[src/rtl/mips_mem_loader.sv]
// Preload-and-run controller for the MIPS core: streams segment headers and payload into the
// memory write ports, then runs the CPU until halt or timeout. Optional trailer checksum: CHECKSUM_EN.
module mips_mem_loader #(
    parameter int unsigned DATA_W   = 32,
    parameter int unsigned ADDR_W   = 5,
    parameter int unsigned NUM_MEMS = 3,
    parameter int unsigned CNT_W    = 16
) (
    input  logic                clk_CPU,
    input  logic                rst_CPU,
    input  logic                start,
    input  logic                in_valid,
    output logic                in_ready,
    input  logic [DATA_W-1:0]   in_data,
    output logic [NUM_MEMS-1:0] wr_en,
    output logic [ADDR_W-1:0]   wr_addr,
    output logic [DATA_W-1:0]   wr_data,
    output logic                cpu_run,
    input  logic                cpu_halt,
    output logic [CNT_W-1:0]    cycle_cnt,
    output logic                done,
    output logic                error,
    output logic [1:0]          err_code
);

    localparam int unsigned SEG_W = (NUM_MEMS > 1) ? $clog2(NUM_MEMS) : 1;
    localparam int unsigned LEN_W = ADDR_W + 1;
    localparam logic [SEG_W-1:0]  LAST_SEG = SEG_W'(NUM_MEMS - 1);
    localparam logic [DATA_W-1:0] MAX_LEN  = DATA_W'(2 ** ADDR_W);
    localparam logic [CNT_W-1:0]  CNT_MAX  = '1;
    localparam logic [1:0] ERR_LEN = 2'd1;
    localparam logic [1:0] ERR_TMO = 2'd2;

`ifdef CHECKSUM_EN
    localparam logic [1:0] ERR_SUM = 2'd3;
    typedef enum logic [2:0] {
        S_IDLE, S_HDR, S_DATA, S_CHK, S_RUN, S_DONE, S_ERR
    } state_t;
    logic [DATA_W-1:0] sum_q, sum_d;
`else
    typedef enum logic [2:0] {
        S_IDLE, S_HDR, S_DATA, S_RUN, S_DONE, S_ERR
    } state_t;
`endif

    state_t              state_q, state_d;
    logic [SEG_W-1:0]    seg_q, seg_d;
    logic [LEN_W-1:0]    rem_q, rem_d;
    logic [ADDR_W-1:0]   addr_q, addr_d;
    logic                in_ready_q, in_ready_d;
    logic [NUM_MEMS-1:0] wr_en_q, wr_en_d;
    logic [ADDR_W-1:0]   wr_addr_q, wr_addr_d;
    logic [DATA_W-1:0]   wr_data_q, wr_data_d;
    logic                cpu_run_q, cpu_run_d;
    logic [CNT_W-1:0]    cnt_q, cnt_d;
    logic                done_q, done_d;
    logic                error_q, error_d;
    logic [1:0]          err_code_q, err_code_d;
    logic                fire;
    logic                seg_end;

    assign fire = in_valid & in_ready_q;

    // Next-state and registered-output logic
    always_comb begin
        state_d    = state_q;
        seg_d      = seg_q;
        rem_d      = rem_q;
        addr_d     = addr_q;
        wr_en_d    = '0;
        wr_addr_d  = wr_addr_q;
        wr_data_d  = wr_data_q;
        cnt_d      = cnt_q;
        done_d     = done_q;
        error_d    = error_q;
        err_code_d = err_code_q;
        seg_end    = 1'b0;
`ifdef CHECKSUM_EN
        sum_d      = sum_q;
`endif
        case (state_q)
            S_IDLE, S_DONE, S_ERR: begin
                if (start) begin
                    state_d    = S_HDR;
                    seg_d      = '0;
                    cnt_d      = '0;
                    done_d     = 1'b0;
                    error_d    = 1'b0;
                    err_code_d = '0;
                end
            end
            S_HDR: begin
`ifdef CHECKSUM_EN
                sum_d = '0;
`endif
                if (fire) begin
                    if (in_data == '0) begin
`ifdef CHECKSUM_EN
                        state_d = S_CHK;
`else
                        seg_end = 1'b1;
`endif
                    end else if (in_data > MAX_LEN) begin
                        state_d    = S_ERR;
                        error_d    = 1'b1;
                        err_code_d = ERR_LEN;
                    end else begin
                        state_d = S_DATA;
                        rem_d   = LEN_W'(in_data);
                        addr_d  = '0;
                    end
                end
            end
            S_DATA: begin
                if (fire) begin
                    wr_en_d   = NUM_MEMS'(1) << seg_q;
                    wr_addr_d = addr_q;
                    wr_data_d = in_data;
                    addr_d    = addr_q + ADDR_W'(1);
                    rem_d     = rem_q - LEN_W'(1);
`ifdef CHECKSUM_EN
                    sum_d     = sum_q + in_data;
                    if (rem_q == LEN_W'(1)) state_d = S_CHK;
`else
                    if (rem_q == LEN_W'(1)) seg_end = 1'b1;
`endif
                end
            end
`ifdef CHECKSUM_EN
            S_CHK: begin
                if (fire) begin
                    if (in_data == sum_q) begin
                        seg_end = 1'b1;
                    end else begin
                        state_d    = S_ERR;
                        error_d    = 1'b1;
                        err_code_d = ERR_SUM;
                    end
                end
            end
`endif
            S_RUN: begin
                // Halt wins over saturation; the halt cycle itself is not counted
                if (cpu_halt) begin
                    state_d = S_DONE;
                    done_d  = 1'b1;
                end else begin
                    cnt_d = cnt_q + CNT_W'(1);
                    if (cnt_d == CNT_MAX) begin
                        state_d    = S_ERR;
                        error_d    = 1'b1;
                        err_code_d = ERR_TMO;
                    end
                end
            end
            default: state_d = S_IDLE;
        endcase

        if (seg_end) begin
            if (seg_q == LAST_SEG) begin
                state_d = S_RUN;
            end else begin
                seg_d   = seg_q + SEG_W'(1);
                state_d = S_HDR;
            end
        end

`ifdef CHECKSUM_EN
        in_ready_d = (state_d == S_HDR) || (state_d == S_DATA) || (state_d == S_CHK);
`else
        in_ready_d = (state_d == S_HDR) || (state_d == S_DATA);
`endif
        cpu_run_d  = (state_d == S_RUN);
    end

    always_ff @(posedge clk_CPU or posedge rst_CPU) begin
        if (rst_CPU) begin
            state_q    <= S_IDLE;
            seg_q      <= '0;
            rem_q      <= '0;
            addr_q     <= '0;
            in_ready_q <= 1'b0;
            wr_en_q    <= '0;
            wr_addr_q  <= '0;
            wr_data_q  <= '0;
            cpu_run_q  <= 1'b0;
            cnt_q      <= '0;
            done_q     <= 1'b0;
            error_q    <= 1'b0;
            err_code_q <= '0;
`ifdef CHECKSUM_EN
            sum_q      <= '0;
`endif
        end else begin
            state_q    <= state_d;
            seg_q      <= seg_d;
            rem_q      <= rem_d;
            addr_q     <= addr_d;
            in_ready_q <= in_ready_d;
            wr_en_q    <= wr_en_d;
            wr_addr_q  <= wr_addr_d;
            wr_data_q  <= wr_data_d;
            cpu_run_q  <= cpu_run_d;
            cnt_q      <= cnt_d;
            done_q     <= done_d;
            error_q    <= error_d;
            err_code_q <= err_code_d;
`ifdef CHECKSUM_EN
            sum_q      <= sum_d;
`endif
        end
    end

    assign in_ready  = in_ready_q;
    assign wr_en     = wr_en_q;
    assign wr_addr   = wr_addr_q;
    assign wr_data   = wr_data_q;
    assign cpu_run   = cpu_run_q;
    assign cycle_cnt = cnt_q;
    assign done      = done_q;
    assign error     = error_q;
    assign err_code  = err_code_q;

endmodule
[config.mk]
export PLATFORM = sky130hd
export DESIGN_NAME = mips_mem_loader
export DESIGN_NICKNAME = d
export VERILOG_FILES = /design/src/rtl/mips_mem_loader.sv
export SDC_FILE = /design/constraint.sdc
export NUM_CORES = 1
export LEC_CHECK = 0
export ABC_AREA = 1
export BUFFER_PORTS_ARGS = -buffer_cell sky130_fd_sc_hd__buf_2
export CORE_AREA = 2 2 87 89
export CTS_BUF_LIST = sky130_fd_sc_hd__clkbuf_16
export CTS_CLUSTER_DIAMETER = 80
export DETAILED_ROUTE_END_ITERATION = 10
export DIE_AREA = 0 0 89 91
export PLACE_DENSITY = 0.82
export SLEW_MARGIN = 20
export SYNTH_ARGS = -nofsm -noshare
export SYNTH_HDL_FRONTEND = slang
export SYNTH_SLANG_ARGS = --single-unit
[constraint.sdc]
create_clock -name clk_CPU -period 7.9 [get_ports clk_CPU]
set_input_delay 1.58 -clock clk_CPU [delete_from_list [all_inputs] [get_ports clk_CPU]]
set_output_delay 1.58 -clock clk_CPU [all_outputs]
set_load 0.02 [all_outputs]
# Yosys cells after proc, flatten, opt, wreduce, memory -nomap -nowiden
# Cells that the tools add are included.
[word_totals] word_cells=101 register_bits=78 rom_bits=0 mem_count=0 output_inout_bits=62 latchBits=0 mem_bits_rw=0
[classes] shift=1 n_div=0 n_addsub=4 n_mul=0 magnitude_cmp=1 n_eq_ne=20 bitwise=1 n_mux=49 n_reduce_logical=12
[ops] op="$gt 32x6->1 const B" count=1
[ops] op="$logic_not 32->1" count=1
[ops] op="$mux 16" count=2
[ops] op="$pmux 16 s2" count=1
[ops] op="$mux 3" count=9
[ops] op="$mux 6" count=4
[ops] op="$mux 2" count=11
[ops] op="$mux 5" count=4
[ops] op="$ne 2x2->1 const B" count=9
[ops] op="$add 16x1->16 const B" count=1
[ops] op="$eq 16x16->1 const B" count=1
[ops] op="$eq 3x2->1 const B" count=4
[ops] op="$pmux 3 s4" count=1
[ops] op="$pmux 6 s2" count=1
[ops] op="$mux 1" count=11
[ops] op="$pmux 5 s2" count=1
[ops] op="$reduce_and 7->1" count=1
[ops] op="$eq 3x1->1 const B" count=2
[ops] op="$eq 3x3->1 const B" count=2
[ops] op="$eq 6x1->1 const B" count=1
[ops] op="$pmux 2 s3" count=1
[ops] op="$reduce_and 3->1" count=2
[ops] op="$sub 6x1->6 const B" count=1
[ops] op="$add 5x1->5 const B" count=1
[ops] op="13 further kinds" count=15

# Depth between registers and ports, before layout
# Gate-level depths: netlist of run 1.
[logic_depth] word_depth=8 depth_mapped=15 ltp_nobuf=15

# Worst setup path after synthesis of run 1
# No wires, ideal clock.
[synth_path] path_kind="input -> register" from="in in_data[6]" to="reg rem_q[4]" slack_ps=5076 t_arrival_ps=2698 n_path_buf=1 setup_time_ps=127 required_ps=7773 cell_stages=11 cell_sequence="nor2_1 nand3_1 nor2_1 nand2_1 nor2_1 o21ai_0 nand2_1 inv_2 buf_6 nand2_1 o21ai_0"
[synth_via] elab_chain_cells=3
[synth_lines] item="from (decl)" line_no="14" text="input logic [DATA_W-1:0] in_data,"
[synth_lines] item="$gt 32x6->1 or $logic_not 32->1 (tied branches)" line_no="103, 97"
[synth_lines] item="$ne 2x2->1 (no source line)"
[synth_lines] item="$reduce_and 5->1 (no source line) *"
[synth_lines] item="to (signal assigned)" line_no="197" text="rem_q <= rem_d;"
[synth_lines] item="to (decl)" line_no="48" text="logic [LEN_W-1:0] rem_q, rem_d;"
# Every way passes the cells marked *; elsewhere a longest branch is shown, timed or not.
# A chain may end at the register's enable or synchronous reset.

# Worst setup path in the final report of run 1
[layout_path] from="in in_data[17]" to="reg rem_q[3]"
# The elaborated chain is that of the path after synthesis.

==> impl_metrics.env, run 1 <==
export IMPL_outcome="finished clean"
export IMPL_synthCells=506
export IMPL_timing_critical_path_to_type="register"
export IMPL_clock_tree_root_cell="sky130_fd_sc_hd__clkbuf_16"
export IMPL_antenna_violating_nets_post_route=0
export IMPL_max_slew_margin_pct=36.01
export IMPL_hold_viol_final=0
export IMPL_drt_first_pass_iters=5
export IMPL_initial_utilization_pct=55.17
export IMPL_critical_path_startpoint_type="input port"
export IMPL_vias=3688
export IMPL_placed_area_sq_um=4512
export IMPL_power_density_nw_per_um2=200.0
export IMPL_congestion_overflow_gr=0
export IMPL_yosys_area_top_type_share_pct=49.57
export IMPL_netlist_area_pre_place_sq_um=3938
export IMPL_layout_drive_gt1_share_pct=23.48
export IMPL_tightest_slew_ps=959.9
export IMPL_fp_coreArea_sq_um=7137
export IMPL_grt_start_max_net_pins=79
export IMPL_clk_pin_slew_ps=60
export IMPL_static_leakage_power_nw=2.567
export IMPL_timing_hold_worst_start="seg_q[0]"
export IMPL_clock_fmax_ghz=0.3421
export IMPL_syn2layout_area_growth_pct=21.32
export IMPL_grt_pass1_vias=3450
export IMPL_placementRows=31
export IMPL_yosys_cell_types_count=28
export IMPL_max_stage_delay_ps=220
export IMPL_post_route_period_util_pct=37.00
export IMPL_hold_buffers=0
export IMPL_worst_setup_path_type="input port to register"
export IMPL_grt_antenna_before_repair=0
export IMPL_htree_levels=3
export IMPL_cts_buffers=9
export IMPL_post_cts_setup_buffers=0
export IMPL_placed_wire_length_estimate_after_detailed_placement_microns=6593
export IMPL_avgSynthCellArea_sq_um=7.782
export IMPL_layout_nets=647
export IMPL_synth_seq_area_share_pct=49.57
export IMPL_vdd_ir_drop_max_v=0.0001220
export IMPL_cp_data_required_time_ps=8110
export IMPL_post_drt_via_cell_ratio=5.209
export IMPL_drv_max_cap_violation_count=0
export IMPL_placement_setup_worst_slack_ps=4677
export IMPL_rsz_0062_raised_after_global_routing="false"
export IMPL_grt_first_pass_wirelength_microns=15700
export IMPL_cp_common_cell="sky130_fd_sc_hd__nand2_1"
export IMPL_floorplan_die_height_microns=91
export IMPL_floorplan_die_width_microns=89
export IMPL_wire_per_inst_microns=13.19
export IMPL_critical_path_top_delay_cell="sky130_fd_sc_hd__nor2_1"
export IMPL_worstReg2RegStart="state_q[2]"
export IMPL_hold_path_class="register to register"
export IMPL_top_level_ports=99
export IMPL_most_common_cell_after_layout_fill_and_taps_aside="sky130_fd_sc_hd__nand2_1"
export IMPL_ys_warn_count=0
export IMPL_max_clock_path_buffers=2
export IMPL_yosys_register_bits=78
export IMPL_postLayoutCoreUtil_pct=66.94
export IMPL_ys_top_cells_by_area="sky130_fd_sc_hd__dfrtp_1 50%, sky130_fd_sc_hd__nand2_1 13%, sky130_fd_sc_hd__o21ai_0 7.9%"
export IMPL_synth_fp_nets=548
export IMPL_most_common_layout_cells="138 x sky130_fd_sc_hd__nand2_1, 98 x sky130_fd_sc_hd__buf_2, 78 x sky130_fd_sc_hd__inv_1, 78 x sky130_fd_sc_hd__dfrtp_1, 62 x sky130_fd_sc_hd__o21ai_0"
export IMPL_grt_usage_pct=24.27
export IMPL_synth_top_cell_by_area="sky130_fd_sc_hd__dfrtp_1"
export IMPL_clock_sinks=78
export IMPL_floorplan_die_area_sq_um=8099
export IMPL_port_buffers=98
export IMPL_clock_insertion_delay_worst_skew_ps=340
export IMPL_route_detailed_drc=0
export IMPL_critical_path_cell_chain="buf_2, inv_1, nand4_1, nor2_1, nand2_1, nor2_1, o21ai_0, nand2_1, inv_2, nand2_1, o21ai_0"
export IMPL_critical_path_peak_fanout=16
export IMPL_period_minus_slack_ps=2923
export IMPL_clock_skew_final_ps=7.861
export IMPL_stdcell_area_sq_um=4777
export IMPL_clock_tree_from_tritoncts="yes"
export IMPL_gp_congestion=0.9107
export IMPL_timing_critical_path_from="in_data[17]"
export IMPL_setup_violations=0
export IMPL_routed_wl_microns=9339
export IMPL_fin_worst_hold_slack_ps=478.4
export IMPL_drt_iter0_drc=294
export IMPL_drv_slew=0
export IMPL_final_setup_worst_slack_ps=4977
export IMPL_final_setup_tns_ps=0
export IMPL_post_cts_resize_count=0
export IMPL_diodes_inserted=0
export IMPL_worst_ep_arrival_time_ps=3130
## power breakdown
group	internal (mW)	total, mW	switching, mW	leakage, nW
Clock	0.210	0.373	0.164	0.119
Sequential	0.415	0.427	0.0120	1.04
Combinational	0.0468	0.155	0.108	1.41
Total	0.671	0.956	0.284	2.57
## metrics by stage
step,instances,power [mW]
after CTS,708,0.9571
after detailed placement,693,0.5868
after floorplan,506,0.5419
final,708,0.9556
after global placement,693,0.5841
after global routing,708,0.9971
## kinds of logic after synthesis
kind of cell,count (synthesis),synth area share [%]
AO/OA/AOI/OAI,82,11.31
XOR/XNOR,4,0.8896
adder cells (fa/ha/maj),5,1.589
buffers and inverters,95,9.310
flip-flops,78,49.57
AND/OR/NAND/NOR,242,27.33
## flip-flops by register name, indices dropped and copies added, names as in the netlist
| register | cells |
|---|---|
| rem_q | 6 |
| state_q | 3 |
| done | 1 |
| addr_q | 5 |
| in_ready | 1 |
| cpu_run | 1 |
| wr_en | 3 |
| wr_data | 32 |
| wr_addr | 5 |
| seg_q | 2 |
| cycle_cnt | 16 |
| error | 1 |
| err_code | 2 |
## worst max-delay path: cells and delay by family
kind	cells	cell delay, ps
simple gates	6	940
compound gates	2	260
buf+inv	3	320
## per-layer routing
| layer | track usage (%) | part of all wire [%] | up-vias |
|---|---|---|---|
| met5 | 0 | 0 | - |
| li1 | - | - | 1811 |
| met4 | 7.463 | 1.2 | 0 |
| met2 | 39.18 | 49 | 109 |
| met1 | 33.01 | 45 | 1758 |
| met3 | 4.636 | 5.3 | 10 |
## final timing paths
path                               endpoint  slack [ps]  depth (start not counted)
worst min-delay path               wr_en[0]         480                          1
worst min register to register     wr_en[0]         480                          1
worst max register to register     in_ready        5410                         10
worst max-delay path               rem_q[3]        4980                         11
max in group asynchronous        wr_data[8]        5750                          3
min in group asynchronous       wr_data[30]        1540                          3
## Yosys cell counts
library cell               count
sky130_fd_sc_hd__nand2_1     138
sky130_fd_sc_hd__inv_1        80
sky130_fd_sc_hd__dfrtp_1      78
sky130_fd_sc_hd__o21ai_0      62
sky130_fd_sc_hd__nor2_1       32
sky130_fd_sc_hd__nand3_1      29
sky130_fd_sc_hd__nand4_1      15
sky130_fd_sc_hd__clkbuf_1      9
sky130_fd_sc_hd__o22ai_1       8
sky130_fd_sc_hd__nand2_2       7
sky130_fd_sc_hd__nor2_2        6
sky130_fd_sc_hd__nor3_1        6
sky130_fd_sc_hd__ha_1          5
sky130_fd_sc_hd__nor2_4        4
sky130_fd_sc_hd__xor2_1        4
sky130_fd_sc_hd__inv_2         3
sky130_fd_sc_hd__nand3_2       3
sky130_fd_sc_hd__o31ai_1       3
sky130_fd_sc_hd__a21boi_0      2
sky130_fd_sc_hd__a21oi_1       2
sky130_fd_sc_hd__buf_2         2
sky130_fd_sc_hd__o21ai_2       2
sky130_fd_sc_hd__a21oi_2       1
sky130_fd_sc_hd__a31oi_1       1
sky130_fd_sc_hd__and2_1        1
sky130_fd_sc_hd__buf_6         1
sky130_fd_sc_hd__o21ai_1       1
sky130_fd_sc_hd__or2_2         1
## layout make-up
| type | count | area (sq um) |
|---|---|---|
| sequential | 78 | 1952 |
| timing repair buffer | 100 | 505.5 |
| multi-input combinational | 333 | 1619 |
| clock inverter | 6 | 40.04 |
| clock buffer | 9 | 225.2 |
| fill | 571 | 2360 |
| tap | 99 | 123.9 |
| inverter | 83 | 311.5 |
No activity file was read; power rests on OpenSTA's default activity.
==> run 2, diff against run 1 <==
--- a/config.mk
+++ b/config.mk
@@ -5,14 +5,14 @@
 export SDC_FILE = /design/constraint.sdc
 export NUM_CORES = 1
 export LEC_CHECK = 0
-export ABC_AREA = 1
+export ABC_AREA = 0
 export BUFFER_PORTS_ARGS = -buffer_cell sky130_fd_sc_hd__buf_2
-export CORE_AREA = 2 2 87 89
+export CORE_AREA = 2 2 93 95
 export CTS_BUF_LIST = sky130_fd_sc_hd__clkbuf_16
 export CTS_CLUSTER_DIAMETER = 80
 export DETAILED_ROUTE_END_ITERATION = 10
-export DIE_AREA = 0 0 89 91
-export PLACE_DENSITY = 0.82
+export DIE_AREA = 0 0 95 97
+export PLACE_DENSITY = 0.75
 export SLEW_MARGIN = 20
 export SYNTH_ARGS = -nofsm -noshare
 export SYNTH_HDL_FRONTEND = slang
==> constraint.sdc (replaced) <==
create_clock -name clk_CPU -period 2.54 [get_ports clk_CPU]
set_input_delay 0.508 -clock clk_CPU [delete_from_list [all_inputs] [get_ports clk_CPU]]
set_output_delay 0.508 -clock clk_CPU [all_outputs]
set_load 0.02 [all_outputs]
==> impl_metrics.env, run 2 <==
export IMPL_outcome="finished clean"
export IMPL_avgSynthCellArea_sq_um=8.556
export IMPL_post_synth_and_or_nand_nor_area_fraction_pct=29.11
export IMPL_cp_data_required_time_ps=2780
export IMPL_max_clock_path_buffers=2
export IMPL_post_cts_setup_buffers=0
export IMPL_timing_critical_path_to_type="register"
export IMPL_fp_coreArea_sq_um=8134
export IMPL_wire_per_inst_microns=14.05
export IMPL_synthMuxAreaShare_pct=0.2623
export IMPL_sw_frac_of_total_pct=30.38
export IMPL_grt_antenna_before_repair=0
export IMPL_rsz_0062_raised_after_global_routing="false"
export IMPL_placed_wire_length_estimate_after_detailed_placement_microns=6832
export IMPL_drv_slew=0
export IMPL_synth_top_cell_by_area="sky130_fd_sc_hd__dfrtp_1"
export IMPL_vias=3567
export IMPL_max_slew_margin_pct=60.16
export IMPL_worstReg2RegStart="cycle_cnt[0]"
export IMPL_main_flop_type_after_synthesis="sky130_fd_sc_hd__dfrtp_1"
export IMPL_critical_path_startpoint_type="register"
export IMPL_hold_path_class="input port to async pin"
export IMPL_power_density_nw_per_um2=725.0
export IMPL_stdcell_area_sq_um=4766
export IMPL_route_detailed_drc=0
export IMPL_clock_tree_root_cell="sky130_fd_sc_hd__clkbuf_16"
export IMPL_yosys_area_share_adder_pct=1.639
export IMPL_top_level_ports=99
export IMPL_grt_start_max_net_pins=58
export IMPL_syn2layout_area_growth_pct=24.89
export IMPL_clock_fmax_ghz=0.4324
export IMPL_sequentialPowerShare_pct=42.9
export IMPL_cts_buffers=9
export IMPL_synth_common_cells="141 x sky130_fd_sc_hd__nand2_1, 78 x sky130_fd_sc_hd__dfrtp_1, 31 x sky130_fd_sc_hd__nor2_1, 25 x sky130_fd_sc_hd__o21ai_0, 22 x sky130_fd_sc_hd__nand3_1"
export IMPL_placementRows=33
export IMPL_clock_sinks=78
export IMPL_power_total_mw=3.455
export IMPL_synth_compound_area_share_pct=13.21
export IMPL_hold_viol_final=0
export IMPL_gp_congestion=0.9333
export IMPL_congestion_overflow_gr=0
export IMPL_switching_power_mw=1.050
export IMPL_most_common_cell_after_layout_fill_and_taps_aside="sky130_fd_sc_hd__nand2_1"
export IMPL_initial_utilization_pct=46.92
export IMPL_antenna_violating_nets_post_route=0
export IMPL_p_int_mw=2.405
export IMPL_tightest_slew_ps=595.2
export IMPL_yosys_cell_types_count=53
export IMPL_clock_power_share_pct=35.8
export IMPL_yosys_area_top_type_share_pct=51.15
export IMPL_p_comb_share_pct=21.2
export IMPL_drt_iter0_drc=203
export IMPL_largest_register_ffs=32
export IMPL_timing_critical_path_from="cycle_cnt[0]"
export IMPL_fin_worst_hold_slack_ps=194.9
export IMPL_drt_first_pass_iters=4
export IMPL_layout_drive_gt1_share_pct=25.27
export IMPL_synth_enable_flop_cells=0
export IMPL_floorplan_die_area_sq_um=9215
export IMPL_drv_max_cap_violation_count=0
export IMPL_post_place_cells=643
export IMPL_clk_pin_slew_ps=60
export IMPL_yosys_register_bits=78
export IMPL_setup_violations=0
export IMPL_yosys_cell_count_top_type="sky130_fd_sc_hd__nand2_1"
export IMPL_port_buffers=98
export IMPL_grt_usage_pct=21.34
export IMPL_ff2ff_setup_slack_ps=230
export IMPL_floorplan_die_width_microns=95
export IMPL_post_route_period_util_pct=91.04
export IMPL_synth_xor_area_share_pct=0.9180
export IMPL_worst_ep_arrival_time_ps=2550
export IMPL_hold_buffers=0
export IMPL_routed_wl_microns=9259
export IMPL_worst_setup_path_type="register to register"
export IMPL_grt_pass1_vias=3340
export IMPL_final_setup_tns_ps=0
export IMPL_ys_top_cells_by_area="sky130_fd_sc_hd__dfrtp_1 51%, sky130_fd_sc_hd__nand2_1 14%, sky130_fd_sc_hd__o21ai_0 3.3%"
export IMPL_final_instance_count_excl_fill=659
export IMPL_static_leakage_power_nw=2.475
export IMPL_nFillCells=763
export IMPL_synth_seq_area_share_pct=51.15
export IMPL_period_minus_slack_ps=2312
export IMPL_floorplan_die_height_microns=97
export IMPL_netlist_area_pre_place_sq_um=3816
export IMPL_htree_levels=3
export IMPL_most_common_layout_cells="141 x sky130_fd_sc_hd__nand2_1, 98 x sky130_fd_sc_hd__buf_2, 78 x sky130_fd_sc_hd__dfrtp_1"
export IMPL_post_drt_via_cell_ratio=5.413
export IMPL_synthCells=446
export IMPL_synth_fp_nets=488
export IMPL_post_cts_resize_count=0
export IMPL_placed_area_sq_um=4476
export IMPL_ys_warn_count=0
export IMPL_critical_path_peak_fanout=9
export IMPL_grt_first_pass_wirelength_microns=15660
export IMPL_diodes_inserted=0
export IMPL_vdd_ir_drop_max_v=0.0003935
export IMPL_clock_skew_final_ps=5.645
export IMPL_clock_insertion_delay_worst_skew_ps=330
export IMPL_proportion_of_register_bits_with_asynchronous_set_or_reset_after_synthesis_pct=100.0
export IMPL_clock_tree_from_tritoncts="yes"
export IMPL_layout_nets=591
export IMPL_largest_family_of_logic_cells_by_synthesized_area="simple AND/OR/NAND/NOR gates"
## run 2: changes by cell type in the layout (fill, tap and decap cells not counted), sizes merged, moves of 5 or more
cell	previous run	this run
a21oi	3	13
buf	100	113
inv	82	8
nand3	32	22
nand4	15	8
nor2	42	31
nor4	0	7
o21ai	65	44
o22ai	8	0
or4	0	5
## run 2: layout make-up
type	instances	area, sq um	share of cell area (%)
well taps	105	131.4	2.757
clock buffers	9	225.2	4.726
clock inverters	7	65.06	1.365
multi-input cells	338	1725	36.20
inverters	9	38.79	0.8139
flip-flops and latches	78	1952	40.96
repair buffers	113	628.1	13.18
## run 2: cells by family after synthesis
family / count (synthesis)
adder cells (fa/ha/maj): 5
AND/OR/NAND/NOR: 246
XOR/XNOR: 4
AO/OA/AOI/OAI: 82
flip-flops: 78
multiplexers: 1
buffers and inverters: 30
## run 2: per-layer routing
| layer | track usage [%] | wire length [microns] | vias to the layer above |
|---|---|---|---|
| met5 | 0 | 0 | - |
| met4 | 8.584 | 213 | 0 |
| met3 | 3.660 | 536 | 23 |
| met2 | 34.97 | 4479 | 127 |
| met1 | 27.87 | 4030 | 1682 |
| li1 | - | - | 1735 |
## run 2: per-stage QoR
step                utilization (%)  setup slack [ps]
finish                        58.59             227.5
global route                  58.59             53.57
CTS                           58.59             249.2
detailed placement            55.02             51.08
global placement              55.02             85.06
floorplan                         -             36.97
## run 2: final timing paths
| kind | endpoint | cells past startpoint |
|---|---|---|
| setup / recovery | in_ready | 8 |
| hold / removal | wr_data[29] | 2 |
| setup reg to reg | in_ready | 8 |
| hold reg to reg | wr_data[29] | 2 |
| max in group asynchronous | state_q[0] | 3 |
| min in group clk_CPU | wr_data[25] | 3 |
## run 2: critical path, stage by stage (launching register included)
cell and delay [ps]:
sky130_fd_sc_hd__dfrtp_1 490, sky130_fd_sc_hd__ha_1 310, sky130_fd_sc_hd__and3_1 270, sky130_fd_sc_hd__nand2_1 70, sky130_fd_sc_hd__or4_4 410, sky130_fd_sc_hd__a21boi_2 180, sky130_fd_sc_hd__o21ai_1 130, sky130_fd_sc_hd__o2bb2ai_2 170
sky130_fd_sc_hd__a311oi_2 190
## run 2: power groups by stage
| stage | clock network [mW] | logic (mW) | registers (mW) |
|---|---|---|---|
| 2_1_floorplan | 0 | 0.351 | 1.62 |
| 3_3_place_gp | 0 | 0.725 | 1.50 |
| 3_5_place_dp | 0 | 0.738 | 1.51 |
| 4_1_cts | 1.26 | 0.745 | 1.48 |
| 5_1_grt | 1.33 | 0.825 | 1.50 |
| 6_report | 1.24 | 0.734 | 1.48 |
==> run 3, diff against run 2 <==
--- a/config.mk
+++ b/config.mk
@@ -7,12 +7,14 @@
 export LEC_CHECK = 0
 export ABC_AREA = 0
 export BUFFER_PORTS_ARGS = -buffer_cell sky130_fd_sc_hd__buf_2
-export CORE_AREA = 2 2 93 95
+export CELL_PAD_IN_SITES_DETAIL_PLACEMENT = 0
+export CELL_PAD_IN_SITES_GLOBAL_PLACEMENT = 1
+export CORE_AREA = 2 2 108 110
 export CTS_BUF_LIST = sky130_fd_sc_hd__clkbuf_16
 export CTS_CLUSTER_DIAMETER = 80
 export DETAILED_ROUTE_END_ITERATION = 10
-export DIE_AREA = 0 0 95 97
-export PLACE_DENSITY = 0.75
+export DIE_AREA = 0 0 110 112
+export PLACE_DENSITY_LB_ADDON = 0.1
 export SLEW_MARGIN = 20
 export SYNTH_ARGS = -nofsm -noshare
 export SYNTH_HDL_FRONTEND = slang
==> impl_metrics.env, run 3 (synthesis results as in run 2) <==
export IMPL_grt_usage_pct=17.43
export IMPL_worstReg2RegStart="cycle_cnt[0]"
export IMPL_rsz_0062_raised_after_global_routing="false"
export IMPL_timing_critical_path_to_type="register"
export IMPL_final_setup_tns_ps=0
export IMPL_tightest_slew_ps=632.0
export IMPL_hold_viol_final=0
export IMPL_max_slew_margin_pct=57.71
export IMPL_placed_wire_length_estimate_after_detailed_placement_microns=7301
export IMPL_routed_wl_microns=10020
export IMPL_largest_register_ffs=32
export IMPL_outcome="finished clean"
export IMPL_cts_buffers=9
export IMPL_vdd_ir_drop_max_v=0.0003412
export IMPL_diodes_inserted=0
export IMPL_worst_setup_path_type="register to register"
export IMPL_post_cts_setup_buffers=0
export IMPL_reg2reg_to="in_ready"
export IMPL_max_stage_delay_ps=490
export IMPL_critical_path_peak_fanout=9
export IMPL_hold_path_class="input port to async pin"
export IMPL_vias=3492
export IMPL_wire_per_inst_microns=14.25
export IMPL_congestion_overflow_gr=0
export IMPL_nFillCells=1137
export IMPL_floorplan_die_area_sq_um=12320
export IMPL_drt_iter0_drc=154
export IMPL_post_drt_via_cell_ratio=4.967
export IMPL_static_leakage_power_nw=2.513
export IMPL_floorplan_die_height_microns=112
export IMPL_clock_insertion_delay_worst_skew_ps=330
export IMPL_ff2ff_setup_slack_ps=290
export IMPL_grt_pass1_vias=3451
export IMPL_max_clock_path_buffers=2
export IMPL_timing_critical_path_from="cycle_cnt[0]"
export IMPL_period_minus_slack_ps=2254
export IMPL_grt_start_max_net_pins=35
export IMPL_worst_ep_arrival_time_ps=2490
export IMPL_power_total_mw=3.542
export IMPL_clock_skew_final_ps=6.589
export IMPL_gp_congestion=0.8113
export IMPL_htree_levels=3
export IMPL_critical_path_startpoint_type="register"
export IMPL_drv_slew=0
export IMPL_layout_drive_gt1_share_pct=25.89
export IMPL_drv_max_cap_violation_count=0
export IMPL_setup_violations=0
export IMPL_initial_utilization_pct=34.15
export IMPL_clock_tree_root_cell="sky130_fd_sc_hd__clkbuf_16"
export IMPL_antenna_violating_nets_post_route=0
export IMPL_port_buffers=98
export IMPL_grt_antenna_before_repair=0
export IMPL_clock_fmax_ghz=0.4436
export IMPL_clk_pin_slew_ps=60
export IMPL_post_route_period_util_pct=88.76
export IMPL_critical_path_top_delay_cell="sky130_fd_sc_hd__dfrtp_1"
export IMPL_placementRows=39
export IMPL_most_common_layout_cells="141 x sky130_fd_sc_hd__nand2_1, 98 x sky130_fd_sc_hd__buf_2, 78 x sky130_fd_sc_hd__dfrtp_1"
export IMPL_critical_path_cell_chain="ha_2, and3_1, nand2_1, or4_4, a21boi_2, o21ai_1, o2bb2ai_2, a311oi_2"
export IMPL_worst_path_stages=8
export IMPL_floorplan_die_width_microns=110
export IMPL_power_density_nw_per_um2=726.3
export IMPL_post_cts_resize_count=0
export IMPL_fp_coreArea_sq_um=11170
export IMPL_syn2layout_area_growth_pct=27.80
export IMPL_grt_first_pass_wirelength_microns=16860
export IMPL_top_level_ports=99
export IMPL_layout_nets=597
export IMPL_most_common_cell_after_layout_fill_and_taps_aside="sky130_fd_sc_hd__nand2_1"
export IMPL_timing_critical_path_buf_inv=0
export IMPL_drt_first_pass_iters=4
export IMPL_cp_top_family="compound AO/OA/AOI/OAI gates"
export IMPL_clock_tree_from_tritoncts="yes"
export IMPL_end_point_of_the_critical_path="in_ready"
export IMPL_hold_buffers=0
export IMPL_clock_sinks=78
export IMPL_worst_r2r_cell_count=8
export IMPL_cp_data_required_time_ps=2780
export IMPL_route_detailed_drc=0
## run 3: cell count changes in the layout (fill, tap and decap cells not counted)
cell | previous run | this run
sky130_fd_sc_hd__inv_2 | 1 | 0
sky130_fd_sc_hd__inv_1 | 7 | 8
sky130_fd_sc_hd__clkinv_1 | 2 | 3
sky130_fd_sc_hd__ha_1 | 5 | 4
sky130_fd_sc_hd__ha_2 | 0 | 1
sky130_fd_sc_hd__clkinv_4 | 3 | 1
sky130_fd_sc_hd__bufinv_16 | 1 | 2
sky130_fd_sc_hd__buf_4 | 13 | 19
## run 3: how the worst min path moves through the flow
stage | startpoint | end | slack (ps) | cells past startpoint
after floorplan | seg_q[0] | wr_en[0] | 460 | 1
after global placement | wr_data[24] | wr_data[24] | 450 | 2
after detailed placement | wr_data[17] | wr_data[17] | 460 | 2
after CTS | rst_CPU | wr_data[22] | 260 | 2
after global routing | rst_CPU | wr_data[22] | 300 | 2
final | rst_CPU | wr_data[22] | 240 | 2
## run 3: per-stage QoR
step / util [%] / cell area [sq um] / std cells / hold slack, ps / worst slack (ps)
2_1_floorplan: - / 3816 / 446 / 458.8 / 36.97
3_3_place_gp: 40.89 / 4569 / 687 / 452.4 / 79.63
3_5_place_dp: 40.89 / 4569 / 687 / 458.1 / 52.97
4_1_cts: 43.62 / 4875 / 703 / 260.7 / 232.4
5_1_grt: 43.65 / 4877 / 703 / 296.4 / 49.29
6_report: 43.65 / 4877 / 703 / 237.4 / 285.6
## run 3: layer usage
metal	up-vias	wire [microns]	track usage [%]	part of all wire (%)
met1	1643	4918	24.51	49
met5	-	0	0	0
met3	12	547	2.810	5.5
met4	0	158	6.582	1.6
met2	89	4391	26.83	44
li1	1748	-	-	-
## run 3: final cells by class
type / count / area [sq um] / share of cell area [%]
multi-input combinational: 338 / 1728 / 35.43
tap: 143 / 178.9 / 3.669
clock inverter: 7 / 80.08 / 1.642
timing repair buffer: 119 / 673.1 / 13.80
sequential: 78 / 1952 / 40.02
inverter: 9 / 40.04 / 0.8209
clock buffer: 9 / 225.2 / 4.618
## run 3: report_power, final
group / internal (mW) / switching, mW
Clock: 0.844 / 0.482
Sequential: 1.38 / 0.0968
Combinational: 0.268 / 0.467
Total: 2.50 / 1.05
